[config.mk]
export PLATFORM = sky130hd
export DESIGN_NAME = mux_stream_n
export DESIGN_NICKNAME = d
export VERILOG_FILES = /design/src/rtl/mux_stream_n.sv
export SDC_FILE = /design/constraint.sdc
export NUM_CORES = 1
export LEC_CHECK = 0
export CAP_MARGIN = 10
export CORE_MARGIN = 2
export CORE_UTILIZATION = 58
export CTS_BUF_LIST = sky130_fd_sc_hd__clkbuf_2 sky130_fd_sc_hd__clkbuf_4 sky130_fd_sc_hd__clkbuf_8
export DETAILED_ROUTE_END_ITERATION = 16
export DONT_BUFFER_PORTS = 1
export GPL_TIMING_DRIVEN = 0
export PLACE_DENSITY_LB_ADDON = 0.08
export SLEW_MARGIN = 20
export SYNTH_ARGS = -nofsm -noshare
export SYNTH_HDL_FRONTEND = slang
export SYNTH_SLANG_ARGS = --single-unit
[constraint.sdc]
create_clock -name clk -period 2 [get_ports clk]
set_clock_uncertainty 0.2 [all_clocks]
set_input_delay 0.2 -clock clk [delete_from_list [all_inputs] [get_ports clk]]
set_output_delay 0.2 -clock clk [all_outputs]
set_load 0.03 [all_outputs]
[src/rtl/mux_stream_n.sv]
// mux_stream_n -- N-channel packet-aware stream multiplexer.
//
// Picks one input channel at a time and forwards its beats to a single
// registered output stage. Once a non-last beat is accepted from a channel,
// that channel stays locked until its last beat is accepted, so packets never
// interleave at the output.
//
// Configuration macro:
//   MUX_STREAM_N_RR_EN  defined   -> round-robin arbitration with a pointer
//                                    that moves past the channel that just
//                                    finished a packet.
//                       undefined -> fixed priority, lowest index wins.
//
// Parameters:
//   N      number of input channels (>= 2)
//   WIDTH  data bits per channel
//
// Ports:
//   clk        clock, rising edge
//   rst_n      synchronous active-low reset
//   in_data    N*WIDTH, channel i at [i*WIDTH +: WIDTH]
//   in_valid   per-channel beat valid
//   in_last    per-channel last-beat flag
//   in_ready   per-channel accept (combinational, at most one bit high)
//   out_data   registered data of the held beat
//   out_last   registered last flag of the held beat
//   out_sel    registered source channel of the held beat
//   out_valid  output beat valid
//   out_ready  downstream accept
module mux_stream_n #(
  parameter int N     = 4,
  parameter int WIDTH = 4
) (
  input  logic                   clk,
  input  logic                   rst_n,
  input  logic [N*WIDTH-1:0]     in_data,
  input  logic [N-1:0]           in_valid,
  input  logic [N-1:0]           in_last,
  output logic [N-1:0]           in_ready,
  output logic [WIDTH-1:0]       out_data,
  output logic                   out_last,
  output logic [$clog2(N)-1:0]   out_sel,
  output logic                   out_valid,
  input  logic                   out_ready
);

  localparam int SW  = $clog2(N);
  localparam int SW1 = SW + 1;

  typedef enum logic {
    IDLE   = 1'b0,
    LOCKED = 1'b1
  } state_t;

  state_t             state_r;
  state_t             state_nx_s;
  logic [SW-1:0]      grant_r;
  logic [SW-1:0]      grant_nx_s;

  logic [WIDTH-1:0]   out_data_r;
  logic               out_last_r;
  logic [SW-1:0]      out_sel_r;
  logic               out_valid_r;

  logic               load_ok_s;
  logic               any_valid_s;
  logic [SW-1:0]      win_s;
  logic [SW-1:0]      sel_s;
  logic [N-1:0]       in_ready_s;
  logic               xfer_s;
  logic [WIDTH-1:0]   sel_data_s;
  logic               sel_last_s;

`ifdef MUX_STREAM_N_RR_EN
  logic [SW-1:0]      ptr_r;
  logic [SW:0]        cand_s;
  logic [SW:0]        ptr_nx_s;
`endif

  assign out_data  = out_data_r;
  assign out_last  = out_last_r;
  assign out_sel   = out_sel_r;
  assign out_valid = out_valid_r;
  assign in_ready  = in_ready_s;

  // The output register can take a new beat when empty or being drained.
  assign load_ok_s   = !out_valid_r || out_ready;
  assign any_valid_s = |in_valid;

`ifdef MUX_STREAM_N_RR_EN
  // Round-robin winner: scan offsets from the pointer downwards so the
  // smallest offset (closest to the pointer) is the last one written.
  always_comb begin
    win_s  = '0;
    cand_s = '0;
    for (int k = N - 1; k >= 0; k--) begin
      cand_s = {1'b0, ptr_r} + SW1'(k);
      if (cand_s >= SW1'(N)) begin
        cand_s = cand_s - SW1'(N);
      end else begin
        cand_s = cand_s;
      end
      if (in_valid[cand_s[SW-1:0]]) begin
        win_s = cand_s[SW-1:0];
      end else begin
        win_s = win_s;
      end
    end
  end
`else
  // Fixed-priority winner: scanning downwards leaves the lowest valid index.
  always_comb begin
    win_s = '0;
    for (int k = N - 1; k >= 0; k--) begin
      if (in_valid[k]) begin
        win_s = SW'(k);
      end else begin
        win_s = win_s;
      end
    end
  end
`endif

  // Selected channel is the lock holder when locked, otherwise the winner.
  assign sel_s = (state_r == LOCKED) ? grant_r : win_s;

  // Grant the selected channel only; nothing is accepted while in reset.
  always_comb begin
    in_ready_s = '0;
    if (!rst_n) begin
      in_ready_s = '0;
    end else if (state_r == LOCKED) begin
      in_ready_s[grant_r] = load_ok_s;
    end else if (any_valid_s) begin
      in_ready_s[win_s] = load_ok_s;
    end else begin
      in_ready_s = '0;
    end
  end

  assign xfer_s = |(in_valid & in_ready_s);

  // Mux the data and last flag of the selected channel.
  always_comb begin
    sel_data_s = '0;
    sel_last_s = 1'b0;
    for (int k = 0; k < N; k++) begin
      if (sel_s == SW'(k)) begin
        sel_data_s = in_data[k*WIDTH +: WIDTH];
        sel_last_s = in_last[k];
      end else begin
        sel_data_s = sel_data_s;
        sel_last_s = sel_last_s;
      end
    end
  end

  // Lock on a non-last beat from IDLE, release on the last beat.
  always_comb begin
    state_nx_s = state_r;
    grant_nx_s = grant_r;
    case (state_r)
      IDLE: begin
        if (xfer_s && !sel_last_s) begin
          state_nx_s = LOCKED;
          grant_nx_s = win_s;
        end else begin
          state_nx_s = IDLE;
        end
      end
      LOCKED: begin
        if (xfer_s && sel_last_s) begin
          state_nx_s = IDLE;
        end else begin
          state_nx_s = LOCKED;
        end
      end
      default: begin
        state_nx_s = IDLE;
      end
    endcase
  end

  // Arbiter state and output beat register.
  always_ff @(posedge clk) begin
    if (!rst_n) begin
      state_r     <= IDLE;
      grant_r     <= '0;
      out_data_r  <= '0;
      out_last_r  <= 1'b0;
      out_sel_r   <= '0;
      out_valid_r <= 1'b0;
    end else begin
      state_r <= state_nx_s;
      grant_r <= grant_nx_s;
      if (xfer_s) begin
        out_data_r  <= sel_data_s;
        out_last_r  <= sel_last_s;
        out_sel_r   <= sel_s;
        out_valid_r <= 1'b1;
      end else if (out_ready) begin
        out_valid_r <= 1'b0;
      end else begin
        out_valid_r <= out_valid_r;
      end
    end
  end

`ifdef MUX_STREAM_N_RR_EN
  // Pointer moves just past the channel whose packet ends, modulo N.
  always_comb begin
    ptr_nx_s = {1'b0, sel_s} + SW1'(1);
    if (ptr_nx_s >= SW1'(N)) begin
      ptr_nx_s = '0;
    end else begin
      ptr_nx_s = ptr_nx_s;
    end
  end

  // Round-robin pointer register.
  always_ff @(posedge clk) begin
    if (!rst_n) begin
      ptr_r <= '0;
    end else if (xfer_s && sel_last_s) begin
      ptr_r <= ptr_nx_s[SW-1:0];
    end else begin
      ptr_r <= ptr_r;
    end
  end
`endif

endmodule

* Word-level counts from Yosys, hierarchy flattened
Index checks and enable logic that the tools add are counted.
** Word-level totals
- Flip-flop bits (word level) :: 11
- Input port bits :: 27
- Output and inout port bits :: 12
** Cells by class
- Magnitude comparators :: 4
- Equality and inequality tests :: 3
- Muxes and demuxes :: 25
- Bitwise gates (word level) :: 4
- Reduce and logical (&&, ||, !) cells :: 12
** Operators with widths (number)
- $mux 4 :: 7
- $and 4x4->4 :: 3
- $mux 1 :: 10
- $mux 2 :: 5
- $reduce_or 4->1 :: 2
- $lt 2x3->1 const B :: 2
- $demux 1 s2 :: 2
- $eq 2x2->1 const B :: 2
- $ge 2x1->1 const B :: 2
- $logic_and 1x1->1 :: 4
- $eq 2x1->1 const B :: 1
- $logic_not 1->1 :: 2
- $logic_not 2->1 :: 1
- $pmux 1 s2 :: 1
- $reduce_and 2->1 :: 1
- $reduce_bool 2->1 :: 1
- $logic_or 1x1->1 :: 1
- $not 1->1 :: 1

* Logic depth before layout (Yosys ltp)
Gate-level depths: netlist (run 1).
- Depth in word-level cells :: 17
- Gate-level depth with buffers :: 7
- Depth with buffers taken out :: 5

* Least setup slack after synthesis (run 1)
No wires, ideal clock.
- Kind :: register -> register
- From :: register state_r
- To :: register grant_r[0]
- Library setup time :: 72 ps
- Arrival :: 1558 ps
- Data required time :: 1728 ps
- Slack :: 170 ps
- Cell stages (with the launch flop) :: 8
- Path buffers :: 2
- Clock period less this slack :: 1830 ps
- Cell sequence :: dfxtp_1 > buf_2 > buf_4 > o21ai_0 > o31a_1 > a222oi_1 > o2111a_2 > mux2i_1
** Between the ends
- Word-level cells in the longest chain between the ends :: 9
- Elaborated cells on any way between the ends :: 17
** RTL lines
- from (decl) :: RTL line 55 : state_t state_r;
- from (signal assigned) :: RTL line 194 : state_r <= state_nx_s;
- $mux 2 :: RTL line 125 : assign sel_s = (state_r == LOCKED) ? grant_r : win_s;
- $logic_not 2->1 :: RTL line 148 : if (sel_s == SW'(k)) begin
- $mux 1 (4 in series) :: RTL line 148
- $logic_not 1->1 :: RTL line 164 : if (xfer_s && !sel_last_s) begin
- $logic_and 1x1->1 :: RTL line 164
- $reduce_and 2->1 (no source line) *
- to (signal assigned) :: RTL line 195 : grant_r <= grant_nx_s;
- to (decl) :: RTL line 57 : logic [SW-1:0] grant_r;
Every way passes the cells marked *; elsewhere a longest branch is shown, timed or not.
A chain may end at the register's enable or synchronous reset.

* Final worst setup path (run 1)
- From :: register state_r
- To :: output port in_ready[1]
** Between the ends
- Word-level cells in the longest chain between the ends :: 2
** RTL lines
- $mux 4 :: RTL line 132 : end else if (state_r == LOCKED) begin
- $mux 4 :: RTL line 130 : if (!rst_n) begin
- to (decl) :: RTL line 39 : output logic [N-1:0] in_ready,
No other way between the ends.

==> run_results.csv, run 1 <==
group,metric,value,unit
synthesis,synth_area,793.3,um^2
routing,routedWlPerCell,19.14,um
final_layout,diodes,0,
floorplanning,ios,39,
sta,holdWs,0.01299,ns
synthesis,synth.most_common_cell,"nand2_1",
sta,min_period,1.945,ns
clock_network,clock-sinks,11,
sta,setup_viol,0,
sta,worst_slack,0.05473,ns
sta,period_share,97.26,%
clock_network,cts.htree.levels,1,
clock_network,clock_latency,0.28,ns
final_layout,final_cell_area,0.001101,mm^2
critical_path,critical_path_class,"flop to primary output",
routing,dr.pass1.iters,5,
place,port_buffers,0,
global_route,antenna_found_initial,0,
power_and_ir_drop,p_seq_share,39.3,%
place,dp.cells,110,
routing,ant_nets,0,
final_layout,syn_to_final_growth,38.80,%
final_layout,fin_cells,133,
critical_path,end_kind,"primary output",
floorplanning,coreArea,0.001285,mm^2
critical_path,critPathMaxFanout,5,
synthesis,synth_flop_cell,"dfxtp_1",
clock_network,clock_path_buffers,2,
clock_network,cts_buffers,3,
final_layout,nFillCells,74,
synthesis,syn-num-nets,122,
synthesis,synth_area_leaders,"dfxtp_1 28%, nand2_1 6.2%, mux2i_1 5.0%",
sta,max_freq,514.1,MHz
clock_network,cts.clk_slew.worst_paths,0.08,ns
power_and_ir_drop,irDropWorstVdd,532.4,uV
power_and_ir_drop,p_leak,0.4065,nW
synthesis,yosys.area.top_type_share,27.76,%
floorplanning,fp.dieH,40.98,um
floorplanning,start_util,61.73,%
synthesis,syn_avg_cell_area,8.350,um^2
routing,drt-initial-drc-count,75,
final_layout,layout-drive-gt1-share,28.81,%
clock_network,cts_tree,"done",
floorplanning,rows,13,
power_and_ir_drop,p_switching,0.2565,mW
run,drv_cap,0,
global_route,grt_max_degree,11,
final_layout,nNetsFinal,146,
floorplanning,die_w,40.98,um
sta,finalHoldViolCount,0,
clock_network,cts_root_buf,"clkbuf_4",
sta,finalSetupTns,0,ns
synthesis,yosys_warnings,0,
global_route,grt.total_usage,32.28,%
routing,vias,899,
synthesis,synth_edf_count,0,
place,dp_slack,-0.03145,ns
place,placed_cell_area,812.0,um^2
place,gp_congestion,0.8274,
synthesis,netlist_top_cells_count,"13 x nand2_1, 11 x dfxtp_1, 8 x nor2_1",
power_and_ir_drop,switching_share,35.86,%
global_route,grt_pass1_wl,3491,um
routing,routed_via_density,6.759,
floorplanning,die_area,0.001679,mm^2
sta,slew_headroom,68.66,%
sta,maxSlewViolCount,0,
power_and_ir_drop,powerDensity,649.7,mW/mm^2
synthesis,yosysSeqAreaShare,27.76,%
routing,wl,2545,um
power_and_ir_drop,clockPowerShare,24.4,%
place,dpl.hpwl,1450,um
synthesis,ys_types,34,
synthesis,synth_area_leader_cell,"dfxtp_1",
critical_path,worstPathRequired,1.60,ns
outcome,status,"completed",
min_path,hold_path_class,"primary input to flop",
global_route,grt_overflow,0,
synthesis,netlist_instances,95,
power_and_ir_drop,power_frac_comb,36.3,%
critical_path,crit_path_start_kind,"flop",
routing,drcViolationCount,0,
synthesis,synthArstFlopShare,0,%
critical_path,crit_arrival,1.55,ns
sta,tightest_slew,0.4673,ns
global_route,grt_pass1_vias,813,
power_and_ir_drop,power.internal,0.4588,mW
synthesis,synth_seq_cells,11,
-- cells by family after synthesis --
kind of cell / after synthesis / synth area share, %
AO/OA/AOI/OAI: 37 / 41.17
buffers and inverters: 10 / 6.467
AND/OR/NAND/NOR: 33 / 19.56
multiplexers: 4 / 5.048
flip-flops: 11 / 27.76
-- worst max-delay path, stage by stage, from the launching register on --
cell       delay (ns)
dfxtp_2          0.33
buf_2            0.16
clkbuf_16        0.16
o31ai_2          0.29
nor2b_4          0.32
-- path summary, 6_finish.rpt --
kind,from,endpoint,slack (ns),cells past startpoint
worst min-delay path,in_valid[0],grant_r[0]$_SDFFE_PN0P_,0.01,3
worst max register to register,state_r$_SDFF_PN0_,out_data[1]$_SDFFE_PN0P_,0.06,6
worst min register to register,grant_r[1]$_SDFFE_PN0P_,grant_r[1]$_SDFFE_PN0P_,0.33,2
worst max-delay path,state_r$_SDFF_PN0_,in_ready[1],0.05,4
-- placed cells by master, fill, tap and decap left out, types with 3 or more instances in the layout --
| cell | n |
|---|---|
| mux2i_1 | 4 |
| a31oi_1 | 4 |
| inv_1 | 5 |
| a211o_1 | 3 |
| a222oi_1 | 3 |
| a21oi_1 | 6 |
| dfxtp_1 | 9 |
| nor2_1 | 6 |
| a221oi_1 | 3 |
| buf_4 | 6 |
| o21ai_0 | 4 |
| nand2_1 | 11 |
| clkbuf_4 | 4 |
| dlygate4sd3_1 | 13 |
-- through the flow --
| step | util [%] | total power [mW] |
|---|---|---|
| after floorplan | - | 0.4288 |
| after global placement | 63.19 | 0.4530 |
| after detailed placement | 63.19 | 0.4568 |
| after CTS | 77.80 | 0.6552 |
| after global routing | 85.69 | 0.7473 |
| final | 85.69 | 0.7153 |
-- sequential cells by signal, indices dropped and copies added, names as in the netlist --
register / flops
out_last: 1
out_valid: 1
grant_r: 2
out_data: 4
state_r: 1
out_sel: 2
-- layout make-up --
cell class	count	area, um^2	share of cell area (%)
timing repair buffer	20	197.7	17.95
sequential	11	222.7	20.23
multi-input combinational	74	568.0	51.59
tap	15	18.77	1.705
clock buffer	4	30.03	2.727
buffer	4	45.04	4.091
inverter	5	18.77	1.705
-- what timing repair did --
| action | CTS | global route |
|---|---|---|
| hold buffers | 13 | 0 |
| gates cloned | 0 | 2 |
| gates resized for setup | 8 | 12 |
| pin swaps | 1 | 2 |
| buffers inserted | 0 | 5 |
| endpoints found under the hold margin | 11 | 0 |
| setup endpoints to repair | 5 | 9 |
-- metal layers --
metal | vias up | track usage [%] | share of wire (%)
met4 | 0 | 19.17 | 2.2
li1 | 408 | - | -
met5 | - | 0 | 0
met1 | 401 | 38.69 | 38
met2 | 80 | 50.00 | 47
met3 | 10 | 9.783 | 13
-- power by group through the flow --
stage / clock network (mW) / logic (mW) / registers [mW]
2_1_floorplan: 0 / 0.150 / 0.279
3_3_place_gp: 0 / 0.173 / 0.280
3_5_place_dp: 0 / 0.176 / 0.281
4_1_cts: 0.172 / 0.207 / 0.276
5_1_grt: 0.187 / 0.276 / 0.284
6_report: 0.175 / 0.259 / 0.281
Note: power is estimated with default switching activity, not from simulation.
==> run 2, diff against run 1 <==
--- a/config.mk
+++ b/config.mk
@@ -12,7 +12,7 @@
 export DETAILED_ROUTE_END_ITERATION = 16
 export DONT_BUFFER_PORTS = 1
 export GPL_TIMING_DRIVEN = 0
-export PLACE_DENSITY_LB_ADDON = 0.08
+export PLACE_DENSITY = 0.83
 export SLEW_MARGIN = 20
 export SYNTH_ARGS = -nofsm -noshare
 export SYNTH_HDL_FRONTEND = slang
==> run 2 against run 1 <==
Worst hold slack got worse by 0.0092 ns. Count of clock-buffer cells in the layout did not move. Combinational power shrank 10%. Setup slack got worse by 0.027 ns. Critical endpoint is now in_ready[3]. Die area unchanged. Highest routed layer unchanged. Sequential power is essentially flat. Core utilization shrank 6.3 points.
==> run_results.csv, run 2 (synthesis results as in run 1) <==
group,metric,value,unit
routing,ant_nets,0,
critical_path,crit_arrival,1.57,ns
routing,route.met3.wl,266,um
clock_network,cts_tree,"done",
sta,maxSlewViolCount,0,
sta,min_period,1.973,ns
power_and_ir_drop,powerDensity,675.6,mW/mm^2
floorplanning,rows,13,
critical_path,critPathMaxFanout,8,
clock_network,cts_root_buf,"clkbuf_4",
power_and_ir_drop,p_leak,0.3707,nW
routing,dr.max_layer_used,"met4",
critical_path,end_kind,"primary output",
final_layout,layout-drive-gt1-share,25.23,%
place,dpl.hpwl,1483,um
routing,wl,2647,um
sta,worst_slack,0.02727,ns
floorplanning,fp.dieH,40.98,um
place,dp_slack,-0.06945,ns
routing,drt-initial-drc-count,61,
routing,dr.pass1.iters,4,
routing,routed_via_density,7.103,
floorplanning,start_util,61.73,%
run,drv_cap,0,
sta,finalHoldViolCount,0,
clock_network,clock-sinks,11,
place,port_buffers,0,
final_layout,diodes,0,
critical_path,critical_path_class,"flop to primary output",
routing,m1WireLength,967,um
floorplanning,die_w,40.98,um
power_and_ir_drop,irDropWorstVdd,622.6,uV
floorplanning,die_area,0.001679,mm^2
final_layout,syn_to_final_growth,28.55,%
routing,routedWlPerCell,21.01,um
clock_network,clock_latency,0.27,ns
clock_network,cts.htree.levels,1,
min_path,hold_path_class,"primary input to flop",
clock_network,clock_path_buffers,2,
global_route,grt_pass1_wl,3387,um
final_layout,fin_cells,126,
critical_path,worstPathRequired,1.60,ns
routing,wl_met2,1312,um
global_route,grt_max_degree,11,
sta,tightest_slew,0.5285,ns
sta,period_share,98.64,%
global_route,grt_overflow,0,
routing,vias,895,
sta,slew_headroom,64.56,%
place,gp_congestion,0.8499,
final_layout,largest_register_ffs,4,
global_route,antenna_found_initial,0,
floorplanning,ios,39,
global_route,grt.total_usage,31.64,%
sta,max_freq,506.9,MHz
critical_path,crit_path_start_kind,"flop",
clock_network,cts.clk_slew.worst_paths,0.08,ns
outcome,status,"completed",
sta,holdWs,0.003782,ns
final_layout,nNetsFinal,139,
power_and_ir_drop,p_total,0.6890,mW
clock_network,cts_buffers,3,
routing,drcViolationCount,0,
sta,setup_viol,0,
place,dp.cells,110,
final_layout,final_cell_mix,"11 x nand2_1, 11 x dlygate4sd3_1, 10 x dfxtp_1, 6 x nor2_1, 6 x a21oi_1",
floorplanning,coreArea,0.001285,mm^2
global_route,grt_pass1_vias,754,
[run 2: cell type report]
class                      instances  area (um^2)
tap                               15        18.77
timing repair buffer              13        125.1
buffer                             4        45.04
inverter                           5        18.77
fill                              71        265.3
sequential                        11        221.5
clock buffer                       4        30.03
multi-input combinational         74        560.5
[run 2: critical path, cell delays in order (launching register included)]
cell and delay [ns]:
dfxtp_2 0.32, buf_6 0.14, buf_8 0.14, o31a_1 0.38, nor2_2 0.32
[run 2: where the power goes]
group	internal, mW	switching, mW
registers	0.239	0.0437
clock network	0.0909	0.0825
logic	0.105	0.128
[run 2: routing by layer]
layer  up-vias  global-route usage (%)
met5         -                       0
met2        82                   51.56
li1        396                       -
met4         0                   8.333
met1       401                   42.11
met3        16                   5.978
[run 2: metrics by stage]
stage | TNS [ns] | util, % | cell area [um^2]
6_report | 0 | 79.36 | 1020
5_1_grt | -0.08180 | 79.36 | 1020
4_1_cts | 0 | 75.56 | 970.9
3_5_place_dp | -0.1553 | 63.19 | 812.0
3_3_place_gp | -0.02135 | 63.19 | 812.0
2_1_floorplan | 0 | - | 793.3
[run 2: repair_timing]
action / 4_1_cts / 5_1_grt
hold endpoints to repair: 10 / 0
setup buffers: 0 / 2
gates resized for setup: 7 / 10
hold buffers: 11 / 0
endpoints found under the setup margin: 6 / 11
pin swaps: 1 / 1
[run 2: worst paths after layout]
path,slack [ns],cells past startpoint,startpoint,endpoint
max reg2reg,0.06,6,state_r$_SDFF_PN0_,state_r$_SDFF_PN0_
min,0.004,2,in_data[8],out_data[0]$_SDFFE_PN0P_
max,0.03,4,state_r$_SDFF_PN0_,in_ready[3]
min reg2reg,0.42,2,out_data[1]$_SDFFE_PN0P_,out_data[1]$_SDFFE_PN0P_
